## src/rtl/fpu_stream_ctrl_if.sv

```systemverilog
// Operand/result stream bundle between the FPU stream controller and its neighbours.
// slave is the controller's view; master is the view of the producer/consumer/FPU side.
interface fpu_stream_ctrl_if;
   logic        in_valid;
   logic        in_ready;
   logic [15:0] in_a;
   logic [15:0] in_b;
   logic [15:0] fpu_a;
   logic [15:0] fpu_b;
   logic [15:0] fpu_r;
   logic        out_valid;
   logic        out_ready;
   logic [15:0] out_r;
   logic        out_zero;

   modport slave (
      input  in_valid, in_a, in_b, fpu_r, out_ready,
      output in_ready, fpu_a, fpu_b, out_valid, out_r, out_zero
   );

   modport master (
      output in_valid, in_a, in_b, fpu_r, out_ready,
      input  in_ready, fpu_a, fpu_b, out_valid, out_r, out_zero
   );
endinterface

```

## src/rtl/fpu_stream_ctrl.sv

```systemverilog
// FIFO-buffered front-end for a combinational binary16 adder; result out_valid at push edge +2+SETTLE.
// in_ready is !full only, out_valid holds until handshake; FPU_STREAM_STATS_EN adds op_count.
module fpu_stream_ctrl #(
   parameter int FIFO_DEPTH = 4,
   parameter int SETTLE     = 1
) (
   input  logic               clk,
   input  logic               rst_n,
   fpu_stream_ctrl_if.slave   strm,
`ifdef FPU_STREAM_STATS_EN
   output logic [15:0]        op_count,
`endif
   output logic               busy
);

   localparam int AW = $clog2(FIFO_DEPTH);
   localparam int CW = AW + 1;

   typedef struct packed {
      logic [15:0] a;
      logic [15:0] b;
   } pair_t;

   typedef enum logic [1:0] {IDLE, ISSUE, HOLD} state_e;

   pair_t           mem_q [FIFO_DEPTH];
   logic [AW-1:0]   wr_ptr_q, rd_ptr_q;
   logic [CW-1:0]   count_q, count_d;
   state_e          state_q, state_d;
   logic [3:0]      cnt_q, cnt_d;
   logic [15:0]     fpu_a_q, fpu_b_q;
   logic [15:0]     out_r_q;
   logic            out_zero_q;
   logic            out_valid_q, out_valid_d;
   logic            push, pop, capture;
   logic            empty, full;
   pair_t           head;

   assign empty = (count_q == '0);
   assign full  = (count_q == CW'(FIFO_DEPTH));
   assign push  = strm.in_valid && !full;
   assign head  = mem_q[rd_ptr_q];

   assign strm.in_ready  = !full;
   assign strm.fpu_a     = fpu_a_q;
   assign strm.fpu_b     = fpu_b_q;
   assign strm.out_valid = out_valid_q;
   assign strm.out_r     = out_r_q;
   assign strm.out_zero  = out_zero_q;
   assign busy           = (state_q != IDLE) || !empty;

   always_comb begin
      count_d = count_q;
      case ({push, pop})
         2'b10:   count_d = count_q + CW'(1);
         2'b01:   count_d = count_q - CW'(1);
         default: count_d = count_q;
      endcase
   end

   // Pops only come from the FSM, so a pop never frees space for a same-edge push while full.
   always_comb begin
      state_d     = state_q;
      cnt_d       = cnt_q;
      out_valid_d = out_valid_q;
      pop         = 1'b0;
      capture     = 1'b0;
      case (state_q)
         IDLE: begin
            if (!empty) begin
               pop     = 1'b1;
               cnt_d   = 4'(SETTLE);
               state_d = ISSUE;
            end
         end
         ISSUE: begin
            if (cnt_q == 4'd0) begin
               capture     = 1'b1;
               out_valid_d = 1'b1;
               state_d     = HOLD;
            end else begin
               cnt_d = cnt_q - 4'd1;
            end
         end
         HOLD: begin
            if (out_valid_q && strm.out_ready) begin
               out_valid_d = 1'b0;
               if (!empty) begin
                  pop     = 1'b1;
                  cnt_d   = 4'(SETTLE);
                  state_d = ISSUE;
               end else begin
                  state_d = IDLE;
               end
            end
         end
         default: state_d = IDLE;
      endcase
   end

   always_ff @(posedge clk) begin
      if (push) begin
         mem_q[wr_ptr_q] <= pair_t'({strm.in_a, strm.in_b});
      end
   end

   always_ff @(posedge clk or negedge rst_n) begin
      if (!rst_n) begin
         wr_ptr_q    <= '0;
         rd_ptr_q    <= '0;
         count_q     <= '0;
         state_q     <= IDLE;
         cnt_q       <= 4'd0;
         fpu_a_q     <= 16'h0000;
         fpu_b_q     <= 16'h0000;
         out_r_q     <= 16'h0000;
         out_zero_q  <= 1'b0;
         out_valid_q <= 1'b0;
      end else begin
         count_q     <= count_d;
         state_q     <= state_d;
         cnt_q       <= cnt_d;
         out_valid_q <= out_valid_d;
         if (push) begin
            wr_ptr_q <= wr_ptr_q + AW'(1);
         end
         if (pop) begin
            rd_ptr_q <= rd_ptr_q + AW'(1);
            fpu_a_q  <= head.a;
            fpu_b_q  <= head.b;
         end
         if (capture) begin
            out_r_q    <= strm.fpu_r;
            out_zero_q <= (strm.fpu_r[14:0] == 15'd0);
         end
      end
   end

`ifdef FPU_STREAM_STATS_EN
   logic [15:0] op_count_q;

   always_ff @(posedge clk or negedge rst_n) begin
      if (!rst_n) begin
         op_count_q <= 16'h0000;
      end else if (out_valid_q && strm.out_ready) begin
         op_count_q <= op_count_q + 16'd1;
      end
   end

   assign op_count = op_count_q;
`endif

endmodule

```

## src/flat_wrapper.sv

```systemverilog
// flat-port wrapper written by rule: the top's interface ports become plain ports
module fpu_stream_ctrl_flat 
#(
   parameter int FIFO_DEPTH = 4,
   parameter int SETTLE     = 1
)
  (clk, rst_n, busy, strm_in_valid, strm_in_a, strm_in_b, strm_fpu_r, strm_out_ready, strm_in_ready, strm_fpu_a, strm_fpu_b, strm_out_valid, strm_out_r, strm_out_zero);
  fpu_stream_ctrl_if strm_i ();
  input  logic clk;
  input  logic rst_n;
  output logic busy;
  input wire logic [$bits(strm_i.in_valid)-1:0] strm_in_valid;
  input wire logic [$bits(strm_i.in_a)-1:0] strm_in_a;
  input wire logic [$bits(strm_i.in_b)-1:0] strm_in_b;
  input wire logic [$bits(strm_i.fpu_r)-1:0] strm_fpu_r;
  input wire logic [$bits(strm_i.out_ready)-1:0] strm_out_ready;
  output wire logic [$bits(strm_i.in_ready)-1:0] strm_in_ready;
  output wire logic [$bits(strm_i.fpu_a)-1:0] strm_fpu_a;
  output wire logic [$bits(strm_i.fpu_b)-1:0] strm_fpu_b;
  output wire logic [$bits(strm_i.out_valid)-1:0] strm_out_valid;
  output wire logic [$bits(strm_i.out_r)-1:0] strm_out_r;
  output wire logic [$bits(strm_i.out_zero)-1:0] strm_out_zero;
  assign strm_i.in_valid = strm_in_valid;
  assign strm_i.in_a = strm_in_a;
  assign strm_i.in_b = strm_in_b;
  assign strm_i.fpu_r = strm_fpu_r;
  assign strm_i.out_ready = strm_out_ready;
  assign strm_in_ready = strm_i.in_ready;
  assign strm_fpu_a = strm_i.fpu_a;
  assign strm_fpu_b = strm_i.fpu_b;
  assign strm_out_valid = strm_i.out_valid;
  assign strm_out_r = strm_i.out_r;
  assign strm_out_zero = strm_i.out_zero;
  fpu_stream_ctrl #(.FIFO_DEPTH(FIFO_DEPTH), .SETTLE(SETTLE)) u_core (.clk(clk), .rst_n(rst_n), .strm(strm_i), .busy(busy));
endmodule
```

## config.mk

```make
export PLATFORM = sky130hd
export DESIGN_NAME = fpu_stream_ctrl_flat
export DESIGN_NICKNAME = d
export VERILOG_FILES = /design/src/rtl/fpu_stream_ctrl_if.sv /design/src/rtl/fpu_stream_ctrl.sv /design/src/flat_wrapper.sv
export SDC_FILE = /design/constraint.sdc
export NUM_CORES = 1
export LEC_CHECK = 0
export BUFFER_PORTS_ARGS = -buffer_cell sky130_fd_sc_hd__buf_2
export CAP_MARGIN = 20
export CELL_PAD_IN_SITES_DETAIL_PLACEMENT = 2
export CELL_PAD_IN_SITES_GLOBAL_PLACEMENT = 2
export CORE_MARGIN = 2
export CORE_UTILIZATION = 25
export CTS_CLUSTER_SIZE = 12
export DETAILED_ROUTE_END_ITERATION = 8
export HOLD_SLACK_MARGIN = 0.12
export PLACE_DENSITY_LB_ADDON = 0.3
export SYNTH_ARGS = -nofsm -noshare
export SYNTH_HDL_FRONTEND = slang
export SYNTH_SLANG_ARGS = --single-unit
export TNS_END_PERCENT = 20
```

## constraint.sdc

```tcl
create_clock -name clk -period 2.15 [get_ports clk]
set_input_delay 0.43 -clock clk [delete_from_list [all_inputs] [get_ports clk]]
set_output_delay 0.43 -clock clk [all_outputs]
set_load 0.005 [all_outputs]
```

; ---- Word-level counts from Yosys, hierarchy flattened
; Memory sizes are Yosys's and may differ from the RTL's. A register that Yosys moved wholly into a read port is not among the register bits.
; Cells that the tools add are included.
[word_totals]
mem_bits_rw = 128
in_bits = 52
output_inout_bits = 52
latch_bits = 0
mem_bits_ro = 0
mem_count = 1
wordCells = 60
reg_bits = 31
[mem_list]
columns = name, words, width, read_ports, rd_clocked_by_memory_dff, write_ports, line_no
row1 = u_core.mem_q, 4, 32, 1, 1, 1, fpu_stream_ctrl.sv:26  ; pair_t mem_q [FIFO_DEPTH];
[op_classes]
div_mod_pow = 0
n_bitwise = 0
multipliers = 0
shifts = 0
n_addsub = 5
magnitude_cmp = 0
n_mux = 20
reduce_logical = 17
n_eq_ne = 9
[op_table]
columns = op, n
row1 = zero test 15 bit, 1
row2 = two-way mux 4 bit, 3
row3 = one-hot mux 4 bit (3 select lines), 1
row4 = two-way mux 1 bit, 9
row5 = AND reduction 3 bit, 3
row6 = two-way mux 2 bit, 3
row7 = one-hot mux 2 bit (3 select lines), 1
row8 = one-hot mux 3 bit (2 select lines), 1
row9 = nonzero test 2 bit, 3
row10 = adder 2 x 1 -> 2 bit (second input constant), 2
row11 = == test 2 x 1 -> 1 bit (second input constant), 2
row12 = == test 2 bit (second input constant), 2
row13 = zero test 4 bit, 1
row14 = != test 2 x 1 -> 1 bit (second input constant), 2
row15 = != test 2 bit (second input constant), 2
row16 = one-hot mux 1 bit (2 select lines), 2
row17 = subtractor 4 x 1 -> 4 bit (second input constant), 1
row18 = adder 3 x 1 -> 3 bit (second input constant), 1
row19 = == test 3 bit (second input constant), 1
row20 = zero test 1 bit, 3
row21 = zero test 3 bit, 1
row22 = nonzero test 3 bit, 1
row23 = subtractor 3 x 1 -> 3 bit (second input constant), 1
row24 = logical AND 1 bit, 2
row25 = other kinds (2), 2

; ---- Longest topological paths before layout
; Gate-level depths: netlist (run 1).
[depth]
ltp_word = 6
depth_mapped = 10

; ---- Least setup slack after synthesis (run 1)
; No wires, ideal clock.
[synth_path]
path_kind = flip-flop to flip-flop
start = reg u_core.state_q[0]
end = reg u_core.count_q[2]
t_required_ns = 2.022
synth_period_minus_slack_ns = 2.226
setup_ns = 0.128
t_arrival_ns = 2.098
path_stages_with_launch = 11
path_slack_ns = -0.076
path_cell_list = dfrtp_1 inv_1 ha_1 a31oi_1 nor2_2 buf_4 ha_1 fa_1 xnor2_1 nor2_1 xor2_1
[synth_via]
elab_chain_len = 4
[synth_rtl]
columns = element, line_no
row1 = from (decl), fpu_stream_ctrl.sv:29  ; state_e state_q, state_d;
row2 = from (signal assigned), fpu_stream_ctrl.sv:121  ; state_q <= state_d;
row3 = == test 2 bit / zero test 2 bit (equally long branches), fpu_stream_ctrl.sv:68  ; case (state_q)
row4 = one-hot mux 1 bit (2 select lines) *, fpu_stream_ctrl.sv:68
row5 = via u_core.pop, fpu_stream_ctrl.sv:35  ; logic push, pop, capture;
row6 = == test 2 x 1 -> 1 bit / == test 2 bit (equally long branches), fpu_stream_ctrl.sv:54  ; case ({push, pop})
row7 = one-hot mux 3 bit (2 select lines) / nonzero test 2 bit (equally long branches), --
row8 = to (signal assigned), fpu_stream_ctrl.sv:120  ; count_q <= count_d;
row9 = to (decl), fpu_stream_ctrl.sv:28  ; logic [CW-1:0] count_q, count_d;
; The timed path passes the listed nets; every way through them passes the cells marked *.
; A chain may end at the register's enable or synchronous reset.

; ---- Worst setup path after layout (run 1)
[layout_path]
start = reg u_core.count_q[1]
end = reg u_core.count_q[1]
[layout_via]
elab_chain_len = 6
[layout_rtl]
columns = element, line_no
row1 = zero test 3 bit, fpu_stream_ctrl.sv:39  ; assign empty = (count_q == '0);
row2 = two-way mux 1 bit, "fpu_stream_ctrl.sv:70, fpu_stream_ctrl.sv:88"
row3 = two-way mux 1 bit, fpu_stream_ctrl.sv:86  ; if (out_valid_q && strm.out_ready) begin
row4 = one-hot mux 1 bit (2 select lines), fpu_stream_ctrl.sv:68
row5 = == test 2 x 1 -> 1 bit / == test 2 bit (equally long branches), fpu_stream_ctrl.sv:54
row6 = one-hot mux 3 bit (2 select lines) *, fpu_stream_ctrl.sv:54
row7 = via u_core.count_d[1], fpu_stream_ctrl.sv:28
; Marked as above.

==> results of run 1 <==
[how the worst max path moves through the flow]
stage	from	to	slack, ps	cells past startpoint
final	u_core.count_q[1]$_DFFE_PN0P_	u_core.count_q[1]$_DFFE_PN0P_	90	6
after global routing	u_core.state_q[0]$_DFFE_PN0P_	u_core.count_q[1]$_DFFE_PN0P_	10	7
after CTS	u_core.state_q[1]$_DFFE_PN0P_	u_core.count_q[2]$_DFFE_PN0P_	20	9
after detailed placement	u_core.state_q[1]$_DFFE_PN0P_	u_core.count_q[2]$_DFFE_PN0P_	-30	9
after global placement	u_core.state_q[1]$_DFFE_PN0P_	u_core.count_q[2]$_DFFE_PN0P_	50	9
after floorplan	u_core.state_q[0]$_DFFE_PN0P_	u_core.count_q[1]$_DFFE_PN0P_	30	8
[registers in the layout, summed over array words and instances, names as in the netlist]
name	flops
u_core.mem_q	128
u_core.strm.fpu_a	16
u_core.strm.fpu_b	16
u_core.strm.out_r	16
u_core.cnt_q	4
u_core.count_q	3
u_core.rd_ptr_q	2
u_core.state_q	2
u_core.wr_ptr_q	2
u_core.strm.out_valid	1
u_core.strm.out_zero	1
[power breakdown]
group          leakage (nW)  internal (mW)  total [mW]  switching, mW
Clock                 0.292           1.59        3.19           1.61
Combinational          1.29           2.34        4.56           2.22
Sequential             1.93           5.09        5.62          0.533
Total                  3.51           9.02        13.4           4.36
[per-stage QoR]
step                      hold WS, ps  setup WS, ps  instance area, µm²  power [mW]
after floorplan                   134          28.6                7430        8.55
after global placement            441          54.8                8550        10.1
after detailed placement          441         -29.8                8550        10.4
after CTS                         174          16.6                9170        13.7
after global routing              182          12.7                9200        14.3
final                             194          89.4                9200        13.4
[kinds of logic (layout without fill, tap and decap cells)]
kind of cell | count (synthesis) | after routing | synth area share
mux | 68 | 68 | 0.152
fa+ha+maj | 12 | 12 | 0.0213
buf+inv | 24 | 169 | 0.0187
xor+xnor | 6 | 6 | 0.00709
simple gates | 75 | 75 | 0.0505
other cells | 0 | 1 | 0
flops | 191 | 191 | 0.731
compound gates | 17 | 17 | 0.0189
[synthesized netlist by cell type (all sizes together), types with 3 or more instances]
master	number	area [µm²]
mux4	32	721
ha	11	138
nand2	52	195
and3	4	30.0
dfrtp	63	1580
nor3	3	26.3
edfxtp	128	3840
o41ai	4	35.0
mux2	34	387
buf	14	101
xor2	3	26.3
nor4	4	25.0
xnor2	3	26.3
inv	8	30.0
[per-layer routing]
| layer | vias to the layer above | global-route usage | part of all wire |
|---|---|---|---|
| met1 | 2101 | 0.144 | 0.43 |
| met5 | - | 0 | 0 |
| li1 | 1779 | - | - |
| met2 | 88 | 0.201 | 0.52 |
| met4 | 0 | 0.0279 | 0.0074 |
| met3 | 9 | 0.0338 | 0.045 |
[cell type report]
cell class | count | area share
Sequential cell | 191 | 0.590
Inverter | 8 | 0.00326
Clock inverter | 15 | 0.0199
Multi-Input combinational cell | 178 | 0.207
Antenna cell | 1 | 0.000272
Clock buffer | 17 | 0.0463
Timing Repair Buffer | 129 | 0.0809
Tap cell | 390 | 0.0531
[cells in the final DEF (no fill, tap or decap), types with 6 or more instances in the layout]
| master | netlist | routed |
|---|---|---|
| mux4_2 | 32 | 32 |
| ha_1 | 11 | 8 |
| buf_4 | 3 | 23 |
| dfrtp_1 | 63 | 61 |
| edfxtp_1 | 128 | 128 |
| inv_1 | 8 | 6 |
| nand2_1 | 52 | 52 |
| buf_2 | 6 | 102 |
| mux2_2 | 33 | 33 |
| clkbuf_16 | 0 | 17 |
[critical path: cells and delay by family (launching register included)]
family / cells / cell delay (ps)
adder cells (fa/ha/maj): 2 / 570
flip-flops: 1 / 430
multiplexers: 1 / 280
AND/OR/NAND/NOR: 2 / 580
buffers and inverters: 1 / 90
[what timing repair did]
action | in CTS | in global routing
gates resized for setup | 1 | 5
endpoints found under the setup margin | 2 | 34
hold endpoints to repair | 28 | 0
hold buffers | 1 | 0
pin swaps | 0 | 2
==> results.md, run 1 <==
* Antenna violations before repair at 1
* Measured slew at the worst slew-check pin at 493 ps
* FF-to-FF End: u_core.count_q[1]$_DFFE_PN0P_
* Clk_skew at 10.6 ps
* Max Root-Sink Buffers at 2
* Hold Startpoint: strm_fpu_r[15]
* Crit end category: flip-flop
* Cells after Synth at 393
* Fin crit share at 0.958
* DRT iter0 DRCs at 157
* Worst-path clk slew at 80 ps
* Nets@finish at 589
* Number of max-cap violations at 0
* Chip Width at 176 µm
* Tmin final at 2060 ps
* WHS Path Cells at 3
* Multi-input gate area at 0.00190 mm²
* Vias in the first global route at 4528
* Synthesis Warnings at 0
* Hold WC Path Type: in -> reg
* Slew Limit Fails at 0
* Kind of critical path: reg -> reg
* Final setup viols at 0
* Vias post-DR at 3977
* Sequential area share after synthesis at 0.731
* Final WL at 17.4 mm
* Power Dens Cells at 1450 mW/mm²
* Worst slew margin at 0.671
* RSZ-0062 raised after global routing: no
* Flop-to-flop setup slack at 90 ps
* Reg-to-reg startpoint: u_core.count_q[1]$_DFFE_PN0P_
* Row cnt at 63
* Mean area per synthesized cell at 18.9 µm²
* Layout cells sized above 1 at 0.457
* Full die area at 0.0310 mm²
* Worst-path cell chain: or3b_4, and2_4, inv_1, ha_4, fa_2, mux2_2
* DR vias/cell at 4.28
* H-tree depth at 4
* Final Hold Vio Count at 0
* Crit-path max cell delay at 430 ps
* F_max at 0.485 GHz
* Remaining global-route overflow at 0
* Io pins at 104
* Remaining DRCs at 0
* GPL Wtd Cong at 0.775
* EDFF count, synth at 128
* Final core utilization at 0.313
* Worst Path Arrival at 2380 ps
* Fin cells at 929
* Synthesis-stage register bit count at 191
* Register area at 0.00542 mm²
* Worst Hold End: u_core.strm.out_r[15]$_DFFE_PN0P_
* Post-synth ARST share at 0.330
* CTS Root Cell: clkbuf_16
* Syn Nets at 457
* Initial Utilization at 0.252
* First-pass GRT wire length at 26.9 mm
* Placed cells at 895
* CP Launch Type: flip-flop
* Clock sink count at 191
* Status: finished, final reports clean
* Maximum VDD drop at 0.000490 V
* CTS tree: done
* Port Buf Inserts at 103
* Num CTS Buffers at 17
* TNS Setup at 0 ps
* Setup Buffers After CTS at 0
* Fillers at 2985
* Ys flop type: edfxtp_1
* Detail Route Antenna Nets at 0
* GRT Util Overall at 0.116
* Req. time, crit path at 2470 ps
* Crit Path Max Fanout at 3
* Area grow syn2layout at 24.1%
* Cell depth of the worst flop-to-flop path at 6
* Detail Placement HPWL at 11.6 mm
* Leak Pwr at 3.51 nW
* DR WL/cell at 18.7 µm
* CORE AREA at 0.0294 mm²
* Height of the die at 176 µm
* Clk Latency, worst-skew pair at 430 ps
* Syn Std Cell Area at 0.00741 mm²
* CP max-delay cell: dfrtp_1
* Yosys cell types at 43
* Pre-antenna DRT Iters at 4
* Largest net degree at the start of global routing at 34
Power figures use the tool's default switching activity.
==> run 2, diff against run 1 <==
Settings changed: CTS_BUF_LIST set to sky130_fd_sc_hd__clkbuf_4 sky130_fd_sc_hd__clkbuf_8, RECOVER_POWER set to 100.
==> run 2 against run 1 <==
Compared with the run above:
- non-clock buffer count increased by 2
- critical path type unchanged
- final cell count increased by 0.22%
- sequential cell count unchanged
- design area decreased by 3.3%
- register-to-register slack about the same
- clock power decreased by 24%
- setup slack got worse by 3.3 ps
- sequential power about the same
==> results.md, run 2 (synthesized netlist as in run 1, its figures left out) <==
* Nets@finish at 591 (+0.34%)
* Status: finished, final reports clean
* CTS Root Cell: clkbuf_8
* TNS Setup at 0 ps (unchanged)
* CP Launch Type: flip-flop
* Antenna violations before repair at 1 (unchanged)
* Setup WS pre-CTS at -29.8 ps (unchanged)
* Fin crit share at 0.960 (+0.00153)
* Clk_skew at 24.4 ps (+13.7 ps)
* Largest Register: u_core.mem_q
* Crit end category: flip-flop
* Num CTS Buffers at 17 (unchanged)
* Worst Path Arrival at 2420 ps (+40 ps)
* Fillers at 3043 (+1.9%)
* Hold WC Path Type: in -> reg
* Full die area at 0.0310 mm² (unchanged)
* Req. time, crit path at 2510 ps (+40 ps)
* GRT Util Overall at 0.115 (-0.00110)
* Initial Utilization at 0.252 (unchanged)
* Vias in the first global route at 4511 (-0.38%)
* Power Dens Cells at 1400 mW/mm² (-3.6%)
* Final setup viols at 0 (unchanged)
* Clock sink count at 191 (unchanged)
* Clk Latency, worst-skew pair at 470 ps (+40 ps)
* Final WL at 17.3 mm (-0.35%)
* Max reg flops at 128 (unchanged)
* Layout cells sized above 1 at 0.324 (-0.133)
* Tmin final at 2060 ps (+3.30 ps)
* Placed cells at 895 (unchanged)
* Final core utilization at 0.303 (-0.0103)
* F_max at 0.485 GHz (-0.16%)
* Final worst slack at 86.1 ps (-3.30 ps)
* Measured slew at the worst slew-check pin at 950 ps (+456 ps)
* Fin cells at 931 (+0.22%)
* Worst slew margin at 0.367 (-0.304)
* Worst-path cell chain: or3b_4, and2_4, inv_1, ha_4, fa_2, mux2_2
* Maximum VDD drop at 0.000506 V (+3.1%)
* Pre-antenna DRT Iters at 4 (unchanged)
* Remaining global-route overflow at 0 (unchanged)
* Number of max-cap violations at 0 (unchanged)
* Worst-path clk slew at 120 ps (+40 ps)
* Commonest non-fill, non-tap cell in the layout: edfxtp_1
* Leak Pwr at 3.21 nW (-8.3%)
* DRT iter0 DRCs at 141 (-10%)
* Slew Limit Fails at 0 (unchanged)
* Crit-path max cell delay at 440 ps (about the same)
* Largest net degree at the start of global routing at 34 (unchanged)
* GPL Wtd Cong at 0.775 (unchanged)
* Final Hold Vio Count at 0 (unchanged)
* H-tree depth at 4 (unchanged)
* Kind of critical path: reg -> reg
* Io pins at 104 (unchanged)
* Detail Placement HPWL at 11.6 mm (unchanged)
* DR vias/cell at 4.28 (about the same)
* DR WL/cell at 18.6 µm (-0.57%)
* CORE AREA at 0.0294 mm² (unchanged)
* Remaining DRCs at 0 (unchanged)
* Crit Path Max Fanout at 3 (unchanged)
* RSZ-0062 raised after global routing: yes
* Height of the die at 176 µm (unchanged)
* Chip Width at 176 µm (unchanged)
* Port Buf Inserts at 103 (unchanged)
* Most frequent cells in the layout: edfxtp_1, clkbuf_1, dfrtp_1
* Area grow syn2layout at 20.0%
* CP max-delay cell: dfrtp_1
* Hold slack at 162 ps (-32.7 ps)
* Row cnt at 63 (unchanged)
* Vias post-DR at 3986 (+0.23%)
* Setup Buffers After CTS at 0 (unchanged)
* CTS tree: done
* Max Root-Sink Buffers at 2 (unchanged)
* Detail Route Antenna Nets at 0 (unchanged)
* First-pass GRT wire length at 26.7 mm (-0.77%)
## run 2: power by group
part	switching [mW]	leakage (nW)	internal [mW]
logic	2.23	1.08	2.19
clock network	1.52	0.205	0.904
registers	0.542	1.93	5.09
## run 2: stage by stage
step,area [µm²],total power [mW]
detailed placement,8550,10.4
global placement,8550,10.1
CTS,9000,12.9
global route,8890,13.3
finish,8890,12.5
floorplan,7430,8.55
## run 2: final timing paths
check,cells past startpoint,slack [ps],to,startpoint
setup / recovery,6,90,u_core.count_q[1]$_DFFE_PN0P_,u_core.count_q[1]$_DFFE_PN0P_
hold / removal,3,160,u_core.strm.out_r[1]$_DFFE_PN0P_,strm_fpu_r[1]
setup reg to reg,6,90,u_core.count_q[1]$_DFFE_PN0P_,u_core.count_q[1]$_DFFE_PN0P_
hold reg to reg,2,490,u_core.strm.out_zero$_DFFE_PN0P_,u_core.strm.out_zero$_DFFE_PN0P_
max in group asynchronous,3,370,u_core.strm.fpu_b[0]$_DFFE_PN0P_,rst_n
min in group asynchronous,2,640,u_core.strm.out_r[6]$_DFFE_PN0P_,rst_n
## run 2: metal layers
metal | vias up | routed length, µm | GRT usage
met1 | 2088 | 7430 | 0.140
li1 | 1788 | - | -
met3 | 12 | 804 | 0.0306
met5 | - | 0 | 0
met4 | 0 | 152 | 0.0300
met2 | 98 | 8900 | 0.202
## run 2: area by class of cell
type,count,area [µm²],share of cell area
diodes,1,2.50,0.000281
clock buffers,17,234,0.0263
clock inverters,15,183,0.0205
inverters,8,30.0,0.00338
multi-input cells,178,1900,0.214
flip-flops and latches,191,5420,0.610
well taps,390,488,0.0549
repair buffers,131,633,0.0712
## run 2: repair_timing
action                                 CTS  global route
setup endpoints to repair                6            35
gates resized for setup                  1             5
hold buffers                             3             0
endpoints found under the hold margin   33             0
pin swaps                                0             2
## run 2: critical path: cells and delay by family (launching register included)
family	cells	cell delay [ps]
AND/OR/NAND/NOR	2	580
adder cells (fa/ha/maj)	2	570
flip-flops	1	440
multiplexers	1	280
buffers and inverters	1	80
